**config.mk**
```make
export PLATFORM = sky130hd
export DESIGN_NAME = regs_file_flat
export DESIGN_NICKNAME = d
export VERILOG_FILES = /design/src/rtl/regs_pkg.sv /design/src/rtl/regs_file_if.sv /design/src/rtl/regs_dbg_ctrl.sv /design/src/rtl/regs_file.sv /design/src/flat_wrapper.sv
export SDC_FILE = /design/constraint.sdc
export NUM_CORES = 2
export LEC_CHECK = 0
export ABC_CLOCK_PERIOD_IN_PS = 3320
export CAP_MARGIN = 0
export CORE_ASPECT_RATIO = 0.9
export CORE_MARGIN = 8
export CORE_UTILIZATION = 35
export DETAILED_ROUTE_END_ITERATION = 12
export PLACE_DENSITY_LB_ADDON = 0.15
export SYNTH_ARGS = -nofsm -noshare
export SYNTH_HDL_FRONTEND = slang
export SYNTH_SLANG_ARGS = --single-unit
```
**constraint.sdc**
```tcl
create_clock -name clk -period 3.32 [get_ports clk]
set_input_delay 0.664 -clock clk [delete_from_list [all_inputs] [get_ports clk]]
set_output_delay 0.664 -clock clk [all_outputs]
set_load 0.02 [all_outputs]
```
**src/rtl/regs_pkg.sv**
```systemverilog
// Shared parameters, debug FSM state encoding and debug request payload for regs_file.
package regs_pkg;

  localparam int unsigned XLEN         = 32;
  localparam int unsigned NREG         = 32;
  localparam int unsigned REG_AW       = 5;
  localparam int unsigned DBG_MAX_WAIT = 15;

  localparam logic [REG_AW-1:0] ZERO_REG = 5'd0;

  typedef enum logic [1:0] {
    IDLE   = 2'd0,
    ACCESS = 2'd1,
    RESP   = 2'd2
  } dbg_state_t;

  typedef struct packed {
    logic              we;
    logic [REG_AW-1:0] addr;
    logic [XLEN-1:0]   wdata;
  } dbg_req_t;

endpackage

```
**src/rtl/regs_file_if.sv**
```systemverilog
// Register file bus: id read ports, ex write port and debug handshake.
interface regs_file_if;
  import regs_pkg::*;

  logic [REG_AW-1:0] rs1_addr;
  logic [REG_AW-1:0] rs2_addr;
  logic [XLEN-1:0]   rs1_data;
  logic [XLEN-1:0]   rs2_data;
  logic              reg_wen;
  logic [REG_AW-1:0] reg_waddr;
  logic [XLEN-1:0]   reg_wdata;
  logic              dbg_req;
  logic              dbg_we;
  logic [REG_AW-1:0] dbg_addr;
  logic [XLEN-1:0]   dbg_wdata;
  logic              dbg_ack;
  logic [XLEN-1:0]   dbg_rdata;
  logic              dbg_busy;

  modport master (
    output rs1_addr, rs2_addr, reg_wen, reg_waddr, reg_wdata,
    output dbg_req, dbg_we, dbg_addr, dbg_wdata,
    input  rs1_data, rs2_data, dbg_ack, dbg_rdata, dbg_busy
  );

  modport slave (
    input  rs1_addr, rs2_addr, reg_wen, reg_waddr, reg_wdata,
    input  dbg_req, dbg_we, dbg_addr, dbg_wdata,
    output rs1_data, rs2_data, dbg_ack, dbg_rdata, dbg_busy
  );

endinterface

```
**src/rtl/regs_dbg_ctrl.sv**
```systemverilog
// Debug access FSM: latches a request, defers writes behind core writes up to a limit, acks once.
module regs_dbg_ctrl
  import regs_pkg::*;
#(
  parameter int unsigned MAX_WAIT = DBG_MAX_WAIT
) (
  input  logic              clk,
  input  logic              rst_n,
  input  logic              dbg_req_i,
  input  logic              dbg_we_i,
  input  logic [REG_AW-1:0] dbg_addr_i,
  input  logic [XLEN-1:0]   dbg_wdata_i,
  input  logic              reg_wen_i,
  output logic              dbg_wr_en_c_o,
  output logic              dbg_rd_c_o,
  output logic [REG_AW-1:0] dbg_wr_addr_o,
  output logic [XLEN-1:0]   dbg_wr_data_o,
  output logic              dbg_ack_o,
  output logic              dbg_busy_o
);

  localparam int unsigned WAIT_W = $clog2(MAX_WAIT + 1);

  dbg_state_t        state_q, state_d;
  dbg_req_t          req_q, req_d;
  logic [WAIT_W-1:0] cnt_q, cnt_d;
  logic              ack_q, ack_d;
  logic              busy_q, busy_d;

  always_ff @(posedge clk) begin
    if (!rst_n) begin
      state_q <= IDLE;
      req_q   <= '0;
      cnt_q   <= '0;
      ack_q   <= 1'b0;
      busy_q  <= 1'b0;
    end else begin
      state_q <= state_d;
      req_q   <= req_d;
      cnt_q   <= cnt_d;
      ack_q   <= ack_d;
      busy_q  <= busy_d;
    end
  end

  always_comb begin
    state_d       = state_q;
    req_d         = req_q;
    cnt_d         = cnt_q;
    dbg_wr_en_c_o = 1'b0;
    dbg_rd_c_o    = 1'b0;
    case (state_q)
      IDLE: begin
        if (dbg_req_i) begin
          req_d   = '{we: dbg_we_i, addr: dbg_addr_i, wdata: dbg_wdata_i};
          state_d = ACCESS;
        end
      end
      ACCESS: begin
        if (!req_q.we) begin
          dbg_rd_c_o = 1'b1;
          state_d    = RESP;
        end else if (!reg_wen_i || cnt_q == WAIT_W'(MAX_WAIT)) begin
          dbg_wr_en_c_o = 1'b1;
          state_d       = RESP;
        end else begin
          cnt_d = cnt_q + WAIT_W'(1);
        end
      end
      RESP: begin
        cnt_d   = '0;
        state_d = IDLE;
      end
      default: begin
        cnt_d   = '0;
        state_d = IDLE;
      end
    endcase
    // Ack and busy are registered copies of what the next state will be.
    ack_d  = (state_d == RESP);
    busy_d = (state_d != IDLE);
  end

  assign dbg_wr_addr_o = req_q.addr;
  assign dbg_wr_data_o = req_q.wdata;
  assign dbg_ack_o     = ack_q;
  assign dbg_busy_o    = busy_q;

endmodule

```
**src/rtl/regs_file.sv**
```systemverilog
// 32x32 integer register file with two read ports, a core write port and a debug port.
// Define REGS_BYPASS_EN to forward same-cycle core writes onto the read ports.
module regs_file
  import regs_pkg::*;
(
  input logic        clk,
  input logic        rst_n,
  regs_file_if.slave rf_if
);

  logic [XLEN-1:0]   regs_q [NREG];
  logic              dbg_wr_en_c;
  logic              dbg_rd_c;
  logic [REG_AW-1:0] dbg_addr;
  logic [XLEN-1:0]   dbg_wdata;
  logic [XLEN-1:0]   dbg_rdata_q, dbg_rdata_d;
  logic              dbg_ack;
  logic              dbg_busy;

  regs_dbg_ctrl #(.MAX_WAIT(DBG_MAX_WAIT)) u_dbg_ctrl (
    .clk           (clk),
    .rst_n         (rst_n),
    .dbg_req_i     (rf_if.dbg_req),
    .dbg_we_i      (rf_if.dbg_we),
    .dbg_addr_i    (rf_if.dbg_addr),
    .dbg_wdata_i   (rf_if.dbg_wdata),
    .reg_wen_i     (rf_if.reg_wen),
    .dbg_wr_en_c_o (dbg_wr_en_c),
    .dbg_rd_c_o    (dbg_rd_c),
    .dbg_wr_addr_o (dbg_addr),
    .dbg_wr_data_o (dbg_wdata),
    .dbg_ack_o     (dbg_ack),
    .dbg_busy_o    (dbg_busy)
  );

  // Debug write is issued after the core write so it wins on an address collision.
  always_ff @(posedge clk) begin
    if (!rst_n) begin
      for (int i = 0; i < int'(NREG); i++) regs_q[i] <= '0;
    end else begin
      if (rf_if.reg_wen && rf_if.reg_waddr != ZERO_REG) regs_q[rf_if.reg_waddr] <= rf_if.reg_wdata;
      if (dbg_wr_en_c && dbg_addr != ZERO_REG) regs_q[dbg_addr] <= dbg_wdata;
    end
  end

  always_comb begin
    dbg_rdata_d = dbg_rdata_q;
    if (dbg_rd_c) dbg_rdata_d = (dbg_addr == ZERO_REG) ? '0 : regs_q[dbg_addr];
  end

  always_ff @(posedge clk) begin
    if (!rst_n) dbg_rdata_q <= '0;
    else        dbg_rdata_q <= dbg_rdata_d;
  end

  always_comb begin
    rf_if.rs1_data = '0;
    rf_if.rs2_data = '0;
    if (rst_n) begin
      if (rf_if.rs1_addr != ZERO_REG) rf_if.rs1_data = regs_q[rf_if.rs1_addr];
      if (rf_if.rs2_addr != ZERO_REG) rf_if.rs2_data = regs_q[rf_if.rs2_addr];
`ifdef REGS_BYPASS_EN
      if (rf_if.reg_wen && rf_if.reg_waddr != ZERO_REG) begin
        if (rf_if.reg_waddr == rf_if.rs1_addr) rf_if.rs1_data = rf_if.reg_wdata;
        if (rf_if.reg_waddr == rf_if.rs2_addr) rf_if.rs2_data = rf_if.reg_wdata;
      end
`endif
    end
  end

  assign rf_if.dbg_ack   = dbg_ack;
  assign rf_if.dbg_rdata = dbg_rdata_q;
  assign rf_if.dbg_busy  = dbg_busy;

endmodule

```
**src/flat_wrapper.sv**
```systemverilog
// flat-port wrapper written by rule: the top's interface ports become plain ports
module regs_file_flat import regs_pkg::*;
  (clk, rst_n, rf_if_rs1_addr, rf_if_rs2_addr, rf_if_reg_wen, rf_if_reg_waddr, rf_if_reg_wdata, rf_if_dbg_req, rf_if_dbg_we, rf_if_dbg_addr, rf_if_dbg_wdata, rf_if_rs1_data, rf_if_rs2_data, rf_if_dbg_ack, rf_if_dbg_rdata, rf_if_dbg_busy);
  regs_file_if rf_if_i ();
  input logic clk;
  input logic rst_n;
  input wire logic [$bits(rf_if_i.rs1_addr)-1:0] rf_if_rs1_addr;
  input wire logic [$bits(rf_if_i.rs2_addr)-1:0] rf_if_rs2_addr;
  input wire logic [$bits(rf_if_i.reg_wen)-1:0] rf_if_reg_wen;
  input wire logic [$bits(rf_if_i.reg_waddr)-1:0] rf_if_reg_waddr;
  input wire logic [$bits(rf_if_i.reg_wdata)-1:0] rf_if_reg_wdata;
  input wire logic [$bits(rf_if_i.dbg_req)-1:0] rf_if_dbg_req;
  input wire logic [$bits(rf_if_i.dbg_we)-1:0] rf_if_dbg_we;
  input wire logic [$bits(rf_if_i.dbg_addr)-1:0] rf_if_dbg_addr;
  input wire logic [$bits(rf_if_i.dbg_wdata)-1:0] rf_if_dbg_wdata;
  output wire logic [$bits(rf_if_i.rs1_data)-1:0] rf_if_rs1_data;
  output wire logic [$bits(rf_if_i.rs2_data)-1:0] rf_if_rs2_data;
  output wire logic [$bits(rf_if_i.dbg_ack)-1:0] rf_if_dbg_ack;
  output wire logic [$bits(rf_if_i.dbg_rdata)-1:0] rf_if_dbg_rdata;
  output wire logic [$bits(rf_if_i.dbg_busy)-1:0] rf_if_dbg_busy;
  assign rf_if_i.rs1_addr = rf_if_rs1_addr;
  assign rf_if_i.rs2_addr = rf_if_rs2_addr;
  assign rf_if_i.reg_wen = rf_if_reg_wen;
  assign rf_if_i.reg_waddr = rf_if_reg_waddr;
  assign rf_if_i.reg_wdata = rf_if_reg_wdata;
  assign rf_if_i.dbg_req = rf_if_dbg_req;
  assign rf_if_i.dbg_we = rf_if_dbg_we;
  assign rf_if_i.dbg_addr = rf_if_dbg_addr;
  assign rf_if_i.dbg_wdata = rf_if_dbg_wdata;
  assign rf_if_rs1_data = rf_if_i.rs1_data;
  assign rf_if_rs2_data = rf_if_i.rs2_data;
  assign rf_if_dbg_ack = rf_if_i.dbg_ack;
  assign rf_if_dbg_rdata = rf_if_i.dbg_rdata;
  assign rf_if_dbg_busy = rf_if_i.dbg_busy;
  regs_file u_core (.clk(clk), .rst_n(rst_n), .rf_if(rf_if_i));
endmodule
```
==> flow_summary.ini <==
[setup_path]
worstPathArrival_ns = 2.73
r2r_slack_ns = 0.38
rr_endpoint = u_core.rf_if.dbg_rdata[5]
path_class = flip-flop to output port
end_kind = output port
worstSetupStartpointType = flip-flop
reg2reg_depth = 7
required_ns = 2.66
path_max_fanout = 3

[worst_hold_path]
hold_path_end = u_core.u_dbg_ctrl.dbg_wr_data_o[14]
min_path_cells = 3
holdCritStartpoint = rf_if_dbg_wdata[14]
hold_class = primary input to flip-flop

[power_and_ir_drop]
power_switching_mw = 11.9
combPwrFrac_pct = 20.3
p_int_mw = 28.1
power_density_mw_per_mm2 = 436
ir_worst_vdd_uv = 334
swShare_pct = 29.8
p_leak_nw = 30.1
pwr-share-clk_pct = 37.8
seqPwrFrac_pct = 41.8

[logic_synthesis]
syn_area_per_cell_um2 = 10.7
synth.most_common_cell = nand2_1
yosysTopAreaCellShare_pct = 42.0
syn-cell-area_mm2 = 0.0733
yosys.area.top_type = edfxtp_1
ys_seq_area_share_pct = 44.2
synth_cell_type_count = 51
synth_cells = 6839
synth-seq-cells = 1107
synth_edf_count = 1024
synthTopCellsByCount = 2068 x nand2_1, 1024 x edfxtp_1, 922 x o21ai_0
synth_ff_type = edfxtp_1
async_reset_ff_share_pct = 0
synth_warnings = 0
synth.area.top_cells = edfxtp_1 42%, mux4_2 21%, nand2_1 11%

[floorplanning]
core_area_mm2 = 0.208
die-area_mm2 = 0.224
die_y_um = 450
ios = 187
die_w_um = 498
start_util_pct = 35.2
row_count = 159

[final_layout]
drive_above_1_share_pct = 28.7
multiInputGateArea_mm2 = 0.0387
area_growth_pct = 25.5
fillers = 19200
fin_cells = 10200
fin_util_pct = 44.2
register_area_mm2 = 0.0324
fin_area_mm2 = 0.0920
fin_nets = 7415

[placed_design]
placed_area_mm2 = 0.0862
place_ws_ns = -0.717
place_congestion = 0.968
post-dp-hpwl_mm = 277
dp_cells = 9892
placement.io_buffers = 186

[cts]
path_clk_slew_ns = 0.06
cts-htree-levels = 4
clock_path_buffers = 3
cts_tree = built
clkLatencyLatePin_ns = 0.80
cts_num_sinks = 1107
cts_buffers = 132
cts_root_buf = clkbuf_16

[routing]
drt-wirelength-per-cell_um = 39.5
routed_wl_mm = 402
post-route-drc-count = 0
drtPass1Iterations = 7
via_per_inst = 6.49
detailedRoute.firstIterationViolations = 10100
postRouteAntennaNets = 0
via_count = 66100

[sta]
hold_viol_final = 0
tns_ns = -0.317
worstMarginPinSlew_ns = 1.27
finalCritPeriodShare_pct = 102
max_freq_mhz = 294
rsz0062_at_grt = yes
layout_setup_ws_ns = -0.0768
maxSlewViolCount = 0
finClkSkew_ns = 0.0284
finalSetupViolations = 12
layout_min_cycle_time_ns = 3.40
max-slew-margin-rel_pct = 14.9

[global_routing]
grt_pass1_wl_mm = 536
gr-total-overflow = 0
grt_use_total_pct = 34.4
antenna_found_initial = 16
grt_max_degree = 69
grt_pass1_vias = 62100

[run_status]
violations = negative setup slack
status = finished, violations left

[flow_run]
cap_viol_max_count = 0
## sequential cells by signal, summed over array words and instances, names as in the netlist, named ones only
signal                           count
u_core.regs_q                     1024
u_core.rf_if.dbg_rdata              32
u_core.u_dbg_ctrl.cnt_q              4
u_core.u_dbg_ctrl.dbg_ack_o          1
u_core.u_dbg_ctrl.dbg_busy_o         1
u_core.u_dbg_ctrl.dbg_wr_addr_o      5
u_core.u_dbg_ctrl.dbg_wr_data_o     32
u_core.u_dbg_ctrl.req_q              1
u_core.u_dbg_ctrl.state_q            2
## cells in the final DEF, fill, tap and decap left out, types with 13 or more instances in the layout
cell type        netlist  final
conb_1                 1     32
a2111oi_0             22     22
mux2_2                22     22
clkbuf_16              0    144
a22oi_1               24     24
clkbuf_1             538     28
a211oi_1              32     32
o21ai_1              103    103
clkinv_1               0     21
o21ai_0              922    922
nand2_1             2068   2065
nand3b_1              13     13
a21boi_0              32     32
buf_12                 0    286
o221ai_2               0     34
a211o_1               32     32
clkinv_2               0     26
nor2_4                 0     48
edfxtp_1            1024   1024
a21oi_1               65     65
diode_2                0     14
or3_2                  0     25
buf_6                  4     42
nor2_1               131     83
mux4_2               672    672
clkdlybuf4s50_1        0    111
o22a_1                64     64
mux2i_1              457    427
mux2i_4                0     13
mux2i_2                0     17
o22ai_1               32     32
o221ai_1              96     54
buf_4                 13    656
dfxtp_1               83     69
## critical path, cell delays in order (launching register included)
cell      delay (ns)
edfxtp_1        0.47
mux4_2          0.48
mux2i_1         0.18
buf_4           0.21
o22a_1          0.20
o221ai_4        0.19
buf_12          0.20
## kinds of logic (layout without fill, tap and decap cells)
kind of cell / Yosys count / after routing / synth area share, %
AND/OR/NAND/NOR: 2300 / 2300 / 12.1
XOR/XNOR: 3 / 3 / 0.0359
multiplexers: 1161 / 1161 / 27.4
flip-flops: 1107 / 1107 / 44.2
adder cells (fa/ha/maj): 1 / 1 / 0.0171
buffers and inverters: 828 / 1388 / 4.70
other: 1 / 46 / 0.00512
AO/OA/AOI/OAI: 1438 / 1438 / 11.4
## power groups by stage
stage	clock [mW]	sequential (mW)	combinational, mW
CTS	15.2	16.7	7.83
finish	15.2	16.8	8.15
global placement	0	17.0	7.62
global route	15.7	16.8	8.23
floorplan	0	16.6	3.79
detailed placement	0	17.0	7.62
## layout make-up
cell class                 count  share of cell area [%]
multi-input combinational   4935                    42.1
sequential                  1107                    35.3
timing repair buffer        1144                    14.2
clock buffer                 170                    3.94
tap                         2737                    3.72
clock inverter                69                   0.705
antenna                       14                  0.0381
inverter                       5                  0.0258
## metal layers
| metal | track usage, % | vias up | wire [um] |
|---|---|---|---|
| met3 | 11.7 | 1204 | 54000 |
| met2 | 50.9 | 5503 | 172000 |
| li1 | - | 26400 | - |
| met4 | 21.1 | 6 | 30000 |
| met5 | 0 | - | 45 |
| met1 | 43.5 | 32900 | 146000 |
## worst max path at each step
| stage | start | end | slack [ns] | cells past startpoint |
|---|---|---|---|---|
| 2_1_floorplan | rf_if_rs2_addr[0] | rf_if_rs2_data[20] | 0.28 | 7 |
| 3_3_place_gp | rst_n | rf_if_rs2_data[25] | -0.71 | 8 |
| 3_5_place_dp | rst_n | rf_if_rs1_data[1] | -0.72 | 10 |
| 4_1_cts | rf_if_rs1_addr[0] | rf_if_rs1_data[18] | -0.13 | 9 |
| 5_1_grt | u_core.regs_q[14][1] | rf_if_rs2_data[1] | -0.12 | 8 |
| 6_report | u_core.regs_q[2][1] | rf_if_rs1_data[1] | -0.08 | 6 |
## through the flow
step	total power, mW	hold slack (ns)
floorplan	20.4	0.471
global placement	24.6	0.446
detailed placement	24.6	0.448
CTS	39.7	0.377
global route	40.8	0.401
finish	40.1	0.410
## what timing repair did
item	in CTS	in global routing
cloned	5	5
setup endpoints to repair	64	51
buffers inserted	22	13
hold buffers	0	0
resized for setup	178	83
pin swaps	3	10
(Power assumes the default switching activity.)
